**src/rtl/uart_prog_loader.sv**
```systemverilog
// UART program loader: parses SYNC/length/data frames from a byte stream and writes nibbles to program memory.
// Optional checksum byte at frame end enabled by defining UART_PROG_LOADER_CHECKSUM_EN.
//
// state  | meaning
// stIDLE | waiting for SYNC_BYTE; CPU may be running
// stLEN  | waiting for length byte
// stDATA | waiting for a data byte; low nibble written on arrival
// stWRHI | writing held high nibble at address+1
// stCHK  | waiting for checksum byte (checksum build only)
module uart_prog_loader #(
  parameter int         ADDR_WIDTH       = 5,
  parameter int         UART_DATA_LENGTH = 8,
  parameter logic [7:0] SYNC_BYTE        = 8'hA5
) (
  input  logic                        clk_i,
  input  logic                        reset_ni,
  input  logic [UART_DATA_LENGTH-1:0] data_i,
  input  logic                        data_valid_strb_i,
  output logic                        mem_we_o,
  output logic [ADDR_WIDTH-1:0]       mem_addr_o,
  output logic [3:0]                  mem_data_o,
  output logic                        loading_o,
  output logic                        load_done_o,
  output logic                        cpu_run_o,
  output logic                        err_o
);

  typedef enum logic [2:0] {stIDLE, stLEN, stDATA, stWRHI, stCHK} state_t;

  // Longest frame that fits: two nibbles per byte must not wrap the address space.
  localparam logic [8:0] MAX_LEN = 9'(2 ** (ADDR_WIDTH - 1));

  state_t                state_q, state_d;
  logic [ADDR_WIDTH-1:0] addr_q, addr_d;
  logic [ADDR_WIDTH-1:0] rem_q, rem_d;
  logic [3:0]            hi_q, hi_d;
  logic                  done_q, done_d;
  logic                  run_q, run_d;
  logic                  err_q, err_d;
  logic [ADDR_WIDTH-1:0] hold_addr_q;
  logic [3:0]            hold_data_q;
`ifdef UART_PROG_LOADER_CHECKSUM_EN
  logic [7:0]            chk_q, chk_d;
`endif

  logic                  wr_en;
  logic [ADDR_WIDTH-1:0] wr_addr;
  logic [3:0]            wr_data;
  logic [7:0]            rx_byte;
  logic                  strb;

  assign rx_byte = data_i[7:0];
  assign strb    = data_valid_strb_i;

  always_ff @(posedge clk_i or negedge reset_ni) begin
    if (!reset_ni) begin
      state_q     <= stIDLE;
      addr_q      <= '0;
      rem_q       <= '0;
      hi_q        <= '0;
      done_q      <= 1'b0;
      run_q       <= 1'b0;
      err_q       <= 1'b0;
      hold_addr_q <= '0;
      hold_data_q <= '0;
`ifdef UART_PROG_LOADER_CHECKSUM_EN
      chk_q       <= '0;
`endif
    end else begin
      state_q <= state_d;
      addr_q  <= addr_d;
      rem_q   <= rem_d;
      hi_q    <= hi_d;
      done_q  <= done_d;
      run_q   <= run_d;
      err_q   <= err_d;
      if (wr_en) begin
        hold_addr_q <= wr_addr;
        hold_data_q <= wr_data;
      end
`ifdef UART_PROG_LOADER_CHECKSUM_EN
      chk_q   <= chk_d;
`endif
    end
  end

  always_comb begin
    state_d = state_q;
    addr_d  = addr_q;
    rem_d   = rem_q;
    hi_d    = hi_q;
    done_d  = 1'b0;
    run_d   = run_q;
    err_d   = err_q;
    wr_en   = 1'b0;
    wr_addr = addr_q;
    wr_data = rx_byte[3:0];
`ifdef UART_PROG_LOADER_CHECKSUM_EN
    chk_d   = chk_q;
`endif

    case (state_q)
      stIDLE: begin
        if (strb && rx_byte == SYNC_BYTE) begin
          state_d = stLEN;
          err_d   = 1'b0;
          run_d   = 1'b0;
          addr_d  = '0;
`ifdef UART_PROG_LOADER_CHECKSUM_EN
          chk_d   = '0;
`endif
        end
      end

      stLEN: begin
        if (strb) begin
          if (rx_byte == 8'd0 || {1'b0, rx_byte} > MAX_LEN) begin
            err_d   = 1'b1;
            state_d = stIDLE;
          end else begin
            rem_d   = ADDR_WIDTH'(rx_byte);
            state_d = stDATA;
          end
        end
      end

      stDATA: begin
        if (strb) begin
          wr_en   = 1'b1;
          hi_d    = rx_byte[7:4];
          state_d = stWRHI;
`ifdef UART_PROG_LOADER_CHECKSUM_EN
          chk_d   = chk_q ^ rx_byte;
`endif
        end
      end

      stWRHI: begin
        // The write slot is owned by the high nibble; an arriving byte is lost.
        wr_en   = 1'b1;
        wr_addr = addr_q + ADDR_WIDTH'(1);
        wr_data = hi_q;
        addr_d  = addr_q + ADDR_WIDTH'(2);
        rem_d   = rem_q - ADDR_WIDTH'(1);
        if (strb) err_d = 1'b1;
        if (rem_q == ADDR_WIDTH'(1)) begin
`ifdef UART_PROG_LOADER_CHECKSUM_EN
          state_d = stCHK;
`else
          state_d = stIDLE;
          done_d  = !(err_q || strb);
          run_d   = !(err_q || strb);
`endif
        end else begin
          state_d = stDATA;
        end
      end

`ifdef UART_PROG_LOADER_CHECKSUM_EN
      stCHK: begin
        if (strb) begin
          state_d = stIDLE;
          if (rx_byte == chk_q) begin
            done_d = !err_q;
            run_d  = !err_q;
          end else begin
            err_d  = 1'b1;
          end
        end
      end
`endif

      default: state_d = stIDLE;
    endcase
  end

  assign mem_we_o    = wr_en;
  assign mem_addr_o  = wr_en ? wr_addr : hold_addr_q;
  assign mem_data_o  = wr_en ? wr_data : hold_data_q;
  assign loading_o   = (state_q != stIDLE);
  assign load_done_o = done_q;
  assign cpu_run_o   = run_q;
  assign err_o       = err_q;

endmodule

```
**config.mk**
```make
export PLATFORM = sky130hd
export DESIGN_NAME = uart_prog_loader
export DESIGN_NICKNAME = d
export VERILOG_FILES = /design/src/rtl/uart_prog_loader.sv
export SDC_FILE = /design/constraint.sdc
export NUM_CORES = 1
export LEC_CHECK = 0
export ABC_AREA = 1
export BUFFER_PORTS_ARGS = -buffer_cell sky130_fd_sc_hd__buf_4
export CORE_UTILIZATION = 52
export CTS_BUF_LIST = sky130_fd_sc_hd__clkbuf_8
export DETAILED_ROUTE_END_ITERATION = 8
export PLACE_DENSITY_LB_ADDON = 0.1
export SETUP_SLACK_MARGIN = 0.2
export SKIP_LAST_GASP = 1
export SLEW_MARGIN = 20
export SYNTH_ARGS = -nofsm -noshare
export SYNTH_HDL_FRONTEND = slang
export SYNTH_SLANG_ARGS = --single-unit
export TNS_END_PERCENT = 50
```
**constraint.sdc**
```tcl
create_clock -name clk_i -period 1.5 [get_ports clk_i]
set_input_delay 0.225 -clock clk_i [delete_from_list [all_inputs] [get_ports clk_i]]
set_output_delay 0.225 -clock clk_i [all_outputs]
set_load 0.05 [all_outputs]
```
---- Word level (Yosys, flattened, before mapping) ----
Cells that the tools add are included.
storage, ports and cells
  flip-flop bits (word level) ............. 29
  bits of input ports ..................... 11
  output and inout port bits .............. 14
  word-level logic and storage cells ...... 67
cells by class
  muxes and demuxes ....................... 26
  eq/ne operators ......................... 12
  reduce and logical (&&, ||, !) cells .... 16
  magnitude comparators ................... 1
  add/subtract/negate cells ............... 3
operators with widths
  cell                   number
  $mux W5                5
  $pmux W5 S2            2
  $ne A2 B2 Y1 const B   7
  $pmux W3 S4            1
  $mux W3                3
  $reduce_and A3 Y1      3
  $eq A8 B8 Y1 const B   1
  $gt A8 B5 Y1 const B   1
  $logic_not A8 Y1       1
  $mux W1                8
  $mux W4                2
  $eq A3 B2 Y1 const B   2
  $reduce_bool A3 Y1     2
  $add A5 B1 Y5 const B  1
  $add A5 B2 Y5 const B  1
  $eq A5 B1 Y1 const B   1
  $reduce_and A5 Y1      1
  $sub A5 B1 Y5 const B  1
  $mux W2                2
  $pmux W1 S2            2
  $reduce_and A2 Y1      2
  $reduce_bool A2 Y1     2
  $eq A3 B1 Y1 const B   1
  $logic_not A3 Y1       1
  other kinds (4)        5

---- Longest topological paths before layout ----
  depth after elaboration ................. 5
  depth in mapped cells ................... 8
  gate-level depth less buffers ........... 8

---- Worst setup path before layout ----
No wires, ideal clock.
  kind .................................... reg-to-reg
  start point ............................. reg state_q[0]
  end point ............................... reg hold_data_q[2]
  data arrival time ....................... 2.666 ns
  path buffers ............................ 1
  stages on the path, launching flop included .. 4
  data required time ...................... 1.179 ns
  slack ................................... -1.486 ns
  period minus slack after synthesis ...... 2.986 ns
  library setup time ...................... 0.321 ns
  cell sequence ........................... dfrtp_1 > ha_1 > buf_4 > o311ai_0
on the way
  word-level cells in the longest chain between the ends .. 3
  elaborated cells on any way between the ends .. 5
  classes of those cells .................. eq/ne: 2; mux: 3
RTL lines
  item                                    line  RTL
  from (decl)                             33    state_t state_q, state_d;
  from (signal assigned)                  57    state_q <= stIDLE;
  from (signal assigned)                  70    state_q <= state_d;
  $eq A3 B2 Y1                            102   case (state_q)
  $pmux W1 S2 or $mux W4 (tied branches)  102
  $mux W4 *                               -
  via mem_data_o[2]                       21    output logic [3:0] mem_data_o,
  to (signal assigned)                    79    hold_data_q <= wr_data;
  to (decl)                               41    logic [3:0] hold_data_q;
Mark *: on every way through the listed nets, which the timed path passes. The rest lies on a longest branch.
A chain may end at the register's enable or synchronous reset.

---- Worst setup path after layout ----
  start point ............................. reg state_q[0]
  end point ............................... out mem_data_o[0]
on the way
  word-level cells in the longest chain between the ends .. 3
  elaborated cells on any way between the ends .. 5
  classes of those cells .................. eq/ne: 2; mux: 3
RTL lines
  item                                    line
  $eq A3 B2 Y1                            102
  $pmux W1 S2 or $mux W4 (tied branches)  102
  $mux W4 *                               -
  to (decl)                               21
Mark *: on every way between the ends. The rest lies on a longest branch, timed or not.

==> metrics.yaml <==
outcome: "finished, violations left"
violations: "setup timing"
fmax_mhz: 509
setup_viol: 23
worstPathRequired_ns: 1.27
drc: 0
core_um2: 2760
antennaDiodeCount: 0
yosys.area.top_type: "dfrtp_1"
ioPinCount: 25
synthTopCellsByArea: "dfrtp_1, nand2_1, nand3_1, ha_1, inv_1"
area_growth_pct: 51.8
clk_latency_ns: 0.28
drive_above_1_share_pct: 39.8
synth_cell_type_count: 25
skew_ns: 0.00220
instances_no_fill: 290
maxCapViolCount: 0
firstDrtPassIters: 4
start_util_pct: 55.3
critPathKind: "register to output pin"
dp_hpwl_mm: 2.65
slew_headroom_pct: 76.9
power.share.combinational_pct: 62.7
avgSynthCellArea_um2: 7.63
synth.net_count: 218
drtIter0Drc: 75
p_sw_share_pct: 46.4
via_per_inst: 5.61
power.internal_uw: 2330
postLayoutSetupSlackWorst_ns: -0.465
peakVddDrop_v: 0.00161
die-area_um2: 3150
slew_violations: 0
pwr-share-seq_pct: 27.2
fin_util_pct: 83.9
finalCritPeriodShare_pct: 131
routabilityCongestion: 0.830
cp.arrival_ns: 1.74
pwr_density_cell_nw_per_um2: 1880
p_leak_uw: 0.00123
dieHeight_um: 56.2
final_common_cell: "nand2_1"
hold_violations: 0
end_kind: "output pin"
vias: 1628
start_kind: "register"
tightest_slew_ns: 0.346
gr-total-overflow: 0
ys_seq_area_share_pct: 44.3
die_w_um: 56.2
p_total_uw: 4340
yosysWarnings: 0
period_needed_ns: 1.96
grt_pass1_wl_mm: 7.02
grt_max_degree: 28
wl_mm: 4.61
clockRootBuffer: "clkbuf_8"
crit_fanout: 5
grt_usage_pct: 29.0
grt_pass1_vias: 1529
fin_nets: 278
syn_area_um2: 1530
clk_transition_reported_paths_ns: 0.10
row_count: 19
cts_tree: "built"
yosysTopAreaCellShare_pct: 44.3
setup_tns_ns: -5.20
cts_buffer_depth: 2
p_sw_uw: 2010
numCtsBuffers: 3
port_buffers: 24
wl_per_cell_um: 15.9
hp-class: "input pin to register"
pre_cts_ws_ns: -0.175
clkPwrFrac_pct: 10.2
syn_inst: 200
clock_sinks: 27
synth-seq-cells: 27
final_cell_mix: "nand2_1, buf_4, dfrtp_1"
rsz0062_at_grt: "yes"
antenna_found_initial: 0
htreeDepth: 1
drtAntennaViolNets: 0
dp_cells: 271
-- synthesized netlist by cell type (all sizes together) --
library cell / n
xor2: 1
ha: 7
nor3: 1
dfrtp: 27
nand4: 3
nor4: 1
nor2: 14
o211ai: 2
clkbuf: 1
o21bai: 1
nand2: 75
buf: 4
o21ai: 12
xnor2: 1
inv: 21
nand3: 25
o311ai: 1
a21oi: 3
-- final cells by class --
| cell class | count | area [µm²] |
|---|---|---|
| clock buffer | 3 | 41.3 |
| clock inverter | 1 | 7.51 |
| fill | 154 | 443 |
| inverter | 21 | 93.8 |
| multi-input combinational | 147 | 921 |
| sequential | 27 | 677 |
| tap | 31 | 38.8 |
| timing repair buffer | 60 | 536 |
-- cell families (layout without fill, tap and decap cells) --
kind of cell,count (synthesis),in the layout,share of synthesized area (%)
AND/OR/NAND/NOR,119,119,34.5
flip-flops,27,27,44.3
buffers and inverters,26,85,7.05
AO/OA/AOI/OAI,19,19,7.22
adder cells (fa/ha/maj),7,7,5.74
XOR/XNOR,2,2,1.15
-- state kept, by name, indices dropped and copies added, names as in the netlist --
register     flops
rem_q            5
addr_q           4
hold_addr_q      5
load_done_o      1
hi_q             4
state_q          2
hold_data_q      4
err_o            1
cpu_run_o        1
-- per-layer routing --
metal | up-vias | share of wire (%) | global-route usage (%)
li1 | 762 | - | -
met1 | 773 | 38 | 35.4
met2 | 74 | 53 | 51.4
met3 | 19 | 5.0 | 3.72
met4 | 0 | 3.6 | 11.8
met5 | - | 0 | 0
-- worst paths after layout --
| path | start | endpoint | slack [ns] | cells after the start |
|---|---|---|---|---|
| min | data_i[7] | hi_q[3] | 0.24 | 3 |
| max | state_q[0] | mem_data_o[0] | -0.46 | 9 |
| min reg2reg | cpu_run_o | cpu_run_o | 0.50 | 2 |
| min in group asynchronous | reset_ni | hold_data_q[0] | 0.38 | 2 |
| max in group asynchronous | reset_ni | state_q[1] | 0.84 | 2 |
| max reg2reg | state_q[0] | hold_data_q[3] | -0.41 | 14 |
-- stage by stage --
stage	hold WS, ns	cell area [µm²]
2_1_floorplan	-0.0706	1600
3_3_place_gp	0.153	1940
3_5_place_dp	0.158	1940
4_1_cts	0.231	2250
5_1_grt	0.254	2310
6_report	0.241	2310
-- worst max-delay path, stage by stage, from the launching register on --
cell and delay (ns):
dfrtp_1 0.44, inv_2 0.08, ha_4 0.18, nand2_4 0.06, inv_2 0.04, nor2_4 0.09, buf_6 0.14, nand2_2 0.05
o211ai_1 0.13, buf_4 0.25
-- power groups by stage --
stage | Clock [µW] | Combinational, µW | Sequential (µW)
floorplan | 0 | 1380 | 1170
global placement | 0 | 1970 | 1140
detailed placement | 0 | 2030 | 1150
CTS | 442 | 2470 | 1160
global route | 459 | 2920 | 1210
finish | 441 | 2720 | 1180
-- timing repair --
item	in CTS	in global routing
endpoints found under the setup margin	30	33
hold endpoints to repair	27	0
gates resized for setup	46	10
hold buffers	1	0
buffers inserted	11	3
pin swaps	9	6
Power figures use the tool's default switching activity.
